[config.mk]
export PLATFORM = sky130hd
export DESIGN_NAME = bp_be_fe_cmd_arbiter
export DESIGN_NICKNAME = d
export VERILOG_FILES = /design/src/rtl/bp_be_fe_cmd_arbiter_pkg.sv /design/src/rtl/bp_be_fe_cmd_arb_rr.sv /design/src/rtl/bp_be_fe_cmd_arbiter.sv
export SDC_FILE = /design/constraint.sdc
export NUM_CORES = 1
export LEC_CHECK = 0
export ABC_AREA = 1
export CAP_MARGIN = 0
export CORE_MARGIN = 8
export CORE_UTILIZATION = 37
export CTS_CLUSTER_SIZE = 16
export DETAILED_ROUTE_END_ITERATION = 10
export PLACE_DENSITY = 0.83
export SLEW_MARGIN = 20
export SYNTH_ARGS = -nofsm -noshare
export SYNTH_HDL_FRONTEND = slang
export SYNTH_HIERARCHICAL = 1
export SYNTH_SLANG_ARGS = --single-unit
[constraint.sdc]
create_clock -name clk_i -period 2.6 [get_ports clk_i]
set_clock_uncertainty 0.2 [all_clocks]
set_input_delay 0.39 -clock clk_i [delete_from_list [all_inputs] [get_ports clk_i]]
set_output_delay 0.39 -clock clk_i [all_outputs]
set_load 0.02 [all_outputs]
[src/rtl/bp_be_fe_cmd_arbiter_pkg.sv]
`default_nettype none
// ============================================================================
//  Module      : bp_be_fe_cmd_arbiter_pkg
//  Description : Shared types and constants for the BE->FE command arbiter.
//  Revision    : 1.0 - initial release
// ============================================================================
package bp_be_fe_cmd_arbiter_pkg;

    // Arbiter phases: pick/capture, hold for FE handshake, wait for FE drain.
    typedef enum logic [1:0] {
        e_fca_idle  = 2'd0,
        e_fca_issue = 2'd1,
        e_fca_fence = 2'd2
    } bp_be_fe_cmd_arb_state_e;

    // Director redirect source; always beats the round-robin group.
    localparam int fe_cmd_arb_prio_idx_gp = 0;

endpackage
`default_nettype wire

[src/rtl/bp_be_fe_cmd_arb_rr.sv]
`default_nettype none
// ============================================================================
//  Module      : bp_be_fe_cmd_arb_rr
//  Description : Combinational round-robin picker over requesters 1..N-1.
//                Search starts at rr_ptr and wraps from N-1 back to 1.
//                Requester 0 is never granted here.
//  Revision    : 1.0 - initial release
// ============================================================================
module bp_be_fe_cmd_arb_rr #(
    parameter int num_req_p = 4
) (
    input  logic [num_req_p-1:0]         elig,
    input  logic [$clog2(num_req_p)-1:0] rr_ptr,
    output logic [num_req_p-1:0]         grant_oh,
    output logic                         grant_v
);

    localparam int ptr_width_lp = $clog2(num_req_p);

    logic [num_req_p-1:0] ge_ptr;
    logic [num_req_p-1:0] cand;
    logic [num_req_p-1:0] upper;
    logic [num_req_p-1:0] upper_low;
    logic [num_req_p-1:0] any_low;

    // Marks indices at or beyond the round-robin pointer.
    for (genvar i = 0; i < num_req_p; i++) begin : g_ge_ptr
        assign ge_ptr[i] = (ptr_width_lp'(i) >= rr_ptr);
    end

    // Requester 0 belongs to the priority path, not this group.
    assign cand      = elig & {{(num_req_p-1){1'b1}}, 1'b0};
    assign upper     = cand & ge_ptr;

    // Lowest set bit isolates the first candidate in search order; when
    // nothing sits at/after the pointer, wrap to the lowest candidate.
    assign upper_low = upper & (~upper + num_req_p'(1));
    assign any_low   = cand  & (~cand  + num_req_p'(1));

    assign grant_oh  = (|upper) ? upper_low : any_low;
    assign grant_v   = |cand;

endmodule
`default_nettype wire

[src/rtl/bp_be_fe_cmd_arbiter.sv]
`default_nettype none
// ============================================================================
//  Module      : bp_be_fe_cmd_arbiter
//  Description : Shares the BE->FE command port among several requesters.
//                Requester 0 (redirect) has strict priority, the rest are
//                served round-robin. The granted command is held until the
//                FE accepts it; serializing commands wait for the FE queue
//                to drain before and after issue.
//  Revision    : 1.0 - initial release
// ============================================================================
module bp_be_fe_cmd_arbiter
    import bp_be_fe_cmd_arbiter_pkg::*;
#(
    parameter int num_req_p   = 4,
    parameter int cmd_width_p = 64
) (
    input  logic                             clk_i,
    input  logic                             reset_n_i,
    input  logic [num_req_p*cmd_width_p-1:0] req_cmd_i,
    input  logic [num_req_p-1:0]             req_v_i,
    input  logic [num_req_p-1:0]             req_serial_i,
    output logic [num_req_p-1:0]             req_yumi_o,
    input  logic                             flush_i,
    output logic [cmd_width_p-1:0]           fe_cmd_o,
    output logic                             fe_cmd_v_o,
    input  logic                             fe_cmd_ready_i,
    input  logic                             fe_cmd_fence_i,
    output logic                             busy_o,
    output logic [$clog2(num_req_p)-1:0]     grant_id_o
);

    localparam int                       id_width_lp = $clog2(num_req_p);
    localparam logic [id_width_lp-1:0]   prio_id_lp  = id_width_lp'(fe_cmd_arb_prio_idx_gp);
    localparam logic [num_req_p-1:0]     rr_mask_lp  = {{(num_req_p-1){1'b1}}, 1'b0};

    bp_be_fe_cmd_arb_state_e state;
    logic                    serial_r;
    logic [id_width_lp-1:0]  rr_ptr;

    logic [num_req_p-1:0]    elig;
    logic [num_req_p-1:0]    rr_elig;
    logic [num_req_p-1:0]    rr_grant;
    logic                    rr_grant_v;
    logic [num_req_p-1:0]    win_oh;
    logic                    win_v;
    logic [id_width_lp-1:0]  win_idx;
    logic [cmd_width_p-1:0]  win_cmd;
    logic [id_width_lp-1:0]  next_ptr;

    // A serializing command may only start once the FE queue is empty.
    assign elig    = req_v_i & (~req_serial_i | {num_req_p{~fe_cmd_fence_i}});
    // A director flush suppresses everything except the redirect source.
    assign rr_elig = elig & rr_mask_lp & {num_req_p{~flush_i}};

    bp_be_fe_cmd_arb_rr #(
        .num_req_p (num_req_p)
    ) u_rr (
        .elig      (rr_elig),
        .rr_ptr    (rr_ptr),
        .grant_oh  (rr_grant),
        .grant_v   (rr_grant_v)
    );

    // Redirect overrides the round-robin choice whenever it is eligible.
    always_comb begin
        win_oh = rr_grant;
        if (elig[fe_cmd_arb_prio_idx_gp]) begin
            win_oh = '0;
            win_oh[fe_cmd_arb_prio_idx_gp] = 1'b1;
        end
    end

    assign win_v = elig[fe_cmd_arb_prio_idx_gp] | rr_grant_v;

    // One-hot to index encode and command select for the winner.
    always_comb begin
        win_idx = '0;
        win_cmd = '0;
        for (int i = 0; i < num_req_p; i++) begin
            if (win_oh[i]) begin
                win_idx = win_idx | id_width_lp'(i);
                win_cmd = win_cmd | req_cmd_i[i*cmd_width_p +: cmd_width_p];
            end
        end
    end

    assign next_ptr   = (win_idx == id_width_lp'(num_req_p-1)) ? id_width_lp'(1)
                                                                : win_idx + id_width_lp'(1);

    // Capture is acknowledged in the same cycle, only while idle.
    assign req_yumi_o = (state == e_fca_idle) ? win_oh : '0;

    // Arbiter FSM with the held command, its source and the round-robin pointer.
    always_ff @(posedge clk_i or negedge reset_n_i) begin
        if (!reset_n_i) begin
            state      <= e_fca_idle;
            fe_cmd_o   <= '0;
            fe_cmd_v_o <= 1'b0;
            grant_id_o <= '0;
            serial_r   <= 1'b0;
            busy_o     <= 1'b0;
            rr_ptr     <= id_width_lp'(1);
        end else begin
            unique case (state)
                e_fca_idle: begin
                    if (win_v) begin
                        state      <= e_fca_issue;
                        fe_cmd_v_o <= 1'b1;
                        busy_o     <= 1'b1;
                        fe_cmd_o   <= win_cmd;
                        grant_id_o <= win_idx;
                        serial_r   <= |(req_serial_i & win_oh);
                        // The redirect source does not consume a round-robin turn.
                        if (!win_oh[fe_cmd_arb_prio_idx_gp]) begin
                            rr_ptr <= next_ptr;
                        end
                    end
                end
                e_fca_issue: begin
                    // A handshake always completes even if a flush arrives with it.
                    if (fe_cmd_ready_i) begin
                        fe_cmd_v_o <= 1'b0;
                        if (serial_r) begin
                            state  <= e_fca_fence;
                            busy_o <= 1'b1;
                        end else begin
                            state  <= e_fca_idle;
                            busy_o <= 1'b0;
                        end
                    end else if (flush_i && (grant_id_o != prio_id_lp)) begin
                        // Non-redirect command is discarded; its yumi was already given.
                        state      <= e_fca_idle;
                        fe_cmd_v_o <= 1'b0;
                        busy_o     <= 1'b0;
                    end
                end
                e_fca_fence: begin
                    if (!fe_cmd_fence_i) begin
                        state  <= e_fca_idle;
                        busy_o <= 1'b0;
                    end
                end
                default: begin
                    state      <= e_fca_idle;
                    fe_cmd_v_o <= 1'b0;
                    busy_o     <= 1'b0;
                end
            endcase
        end
    end

`ifndef SYNTHESIS
    a_yumi_onehot0: assert property (@(posedge clk_i) disable iff (!reset_n_i)
        $onehot0(req_yumi_o));

    a_yumi_idle_only: assert property (@(posedge clk_i) disable iff (!reset_n_i)
        (req_yumi_o != '0) |-> (state == e_fca_idle));

    a_cmd_stable: assert property (@(posedge clk_i) disable iff (!reset_n_i)
        (fe_cmd_v_o && !fe_cmd_ready_i) |=> $stable(fe_cmd_o));
`endif

endmodule
`default_nettype wire

==> summary.txt <==
status: finished clean
clk buf depth: 2
Max IR drop VDD: 0.000508 V
area grow syn2layout: 79.5%
CP arrival: 1890 ps
Chip Width: 133 um
H-Tree Depth: 3
slowest cell on the critical path: clkdlybuf4s50_1
post-layout util: 0.668
DRT Pass-1 Iters: 5
CP bufs+invs: 5
initial antenna violation count: 1
P_leak: 3.88 nW
RSZ-0062 raised after global routing: yes
synth warn: 6
placed standard-cell area: 8790 um^2
number of global-route vias before repair: 6405
Syn Nets: 1072
clock slew seen by the registers of the worst setup and hold paths: 50 ps
layout cells sized above 1: 0.0622
Die Height: 133 um
critical path peak fanout: 3
Tcrit/Tclk final: 0.955
dpl hpwl: 16900 um
cells after synthesis: 802
startpoint types: primary input
cell family with the largest share of critical-path delay: buffers and inverters
max-cap viol count: 0
Hold Fails Final Rpt: 0
final instance area: 9130 um^2
Critical Path RT: 2010 ps
cts bufs inserted: 9
core area: 13700 um^2
Setup CP Type: primary input to output pin
Initial Util: 0.372
# port buffers: 340
Pwr per Cell Area: 853 nW/um^2
Site Rows: 43
hold_ws: 282 ps
global placer's final weighted congestion: 0.872
Critical Path Max Stage Delay: 440 ps
syn_area_per_cell: 6.34 um^2
Routed Antenna Nets: 0
first-pass GRT wire length: 33500 um
post-synthesis cell area: 5090 um^2
WL/cell: 16.4 um
post-layout min period: 2480 ps
# DRC: 0
total grt overflow: 0
Final Max Tran Viols: 0
DR iter-0 viols: 313
I/O pin cnt: 341
CTS Root Cell: clkbuf_16
vias per std cell: 5.01
overall routing resource usage: 0.234
f_max: 403 MHz
CP Capture Type: output pin
routed via count: 6547
Nets: 1392
Worst-Skew Late Latency: 320 ps
final setup fails: 0
DIE AREA: 17800 um^2
worst path cell trace: clkdlybuf4s50_1 -> nand2_1 -> nand2_1 -> nor2_4 -> nand2_2 -> buf_4 -> nand2_2 -> inv_1 -> nor2_1 -> inv_1 -> nor2_1 -> buf_4
Tightest Hold Check Type: flip-flop to flip-flop
largest net degree at the start of global routing: 68
Fin Setup TNS: 0 ps
CTS tree: built
WL final: 21400 um
CTS sink count: 73
[power by group]
group	leakage, nW	internal [mW]	switching, mW
Clock	0.158	0.841	0.458
Sequential	0.821	1.72	0.301
Combinational	2.90	2.09	2.38
[final cells by class]
cell class                      count  area [um^2]
Antenna cell                        1         2.50
Clock buffer                       13          280
Clock inverter                      2         35.0
Fill cell                        1220         4530
Inverter                           18         67.6
Multi-Input combinational cell    646         2840
Sequential cell                    73         1830
Tap cell                          180          225
Timing Repair Buffer              374         3850
[metal layers]
layer | track usage | share of wire
met3 | 0.0719 | 0.086
met5 | 0 | 0
met1 | 0.261 | 0.38
met4 | 0.116 | 0.043
met2 | 0.397 | 0.49
[final timing paths]
path / depth (start not counted) / end / slack [ps] / from
worst max register to register: 10 / fe_cmd_o[51] / 740 / rr_ptr[0]
worst min register to register: 2 / busy_o / 280 / busy_o
max in group asynchronous: 3 / rr_ptr[0] / 1210 / reset_n_i
worst max-delay path: 12 / req_yumi_o[1] / 120 / req_serial_i[1]
worst min-delay path: 2 / busy_o / 280 / busy_o
min in group asynchronous: 2 / fe_cmd_o[16] / 340 / reset_n_i
[state kept, by name (all words and copies together) (netlist names)]
signal	flops
busy_o	1
fe_cmd_o	64
fe_cmd_v_o	1
grant_id_o	2
rr_ptr	2
serial_r	1
state	2
[tightest hold or removal path: cells and delay by family, from the launching register on]
family | cells | cell delay (ps)
and+or+nand+nor | 2 | 100
DFF | 1 | 350
[cells in the final DEF, fill, tap and decap left out, types with 5 or more instances in the layout]
master / instances
clkdlybuf4s50_1: 333
inv_2: 6
nand2_1: 155
o21ai_1: 5
buf_4: 22
nand3_1: 265
buf_12: 16
clkbuf_16: 9
inv_1: 12
nor2_1: 205
dfrtp_1: 72
[stage by stage]
step	setup slack (ps)	power (mW)	instances
final	117	7.79	1307
after floorplan	132	4.29	802
after CTS	8.41	7.88	1306
after global routing	-14.0	8.34	1307
after detailed placement	-41.4	6.55	1290
after global placement	5.67	6.46	1290
[what timing repair did]
item                                   4_1_cts  5_1_grt
setup endpoints to repair                    1        3
hold buffers                                 1        0
setup buffers                                0        0
pin swaps                                    0        1
resized for setup                            1        3
endpoints found under the hold margin       28        0
(Power assumes the default switching activity.)
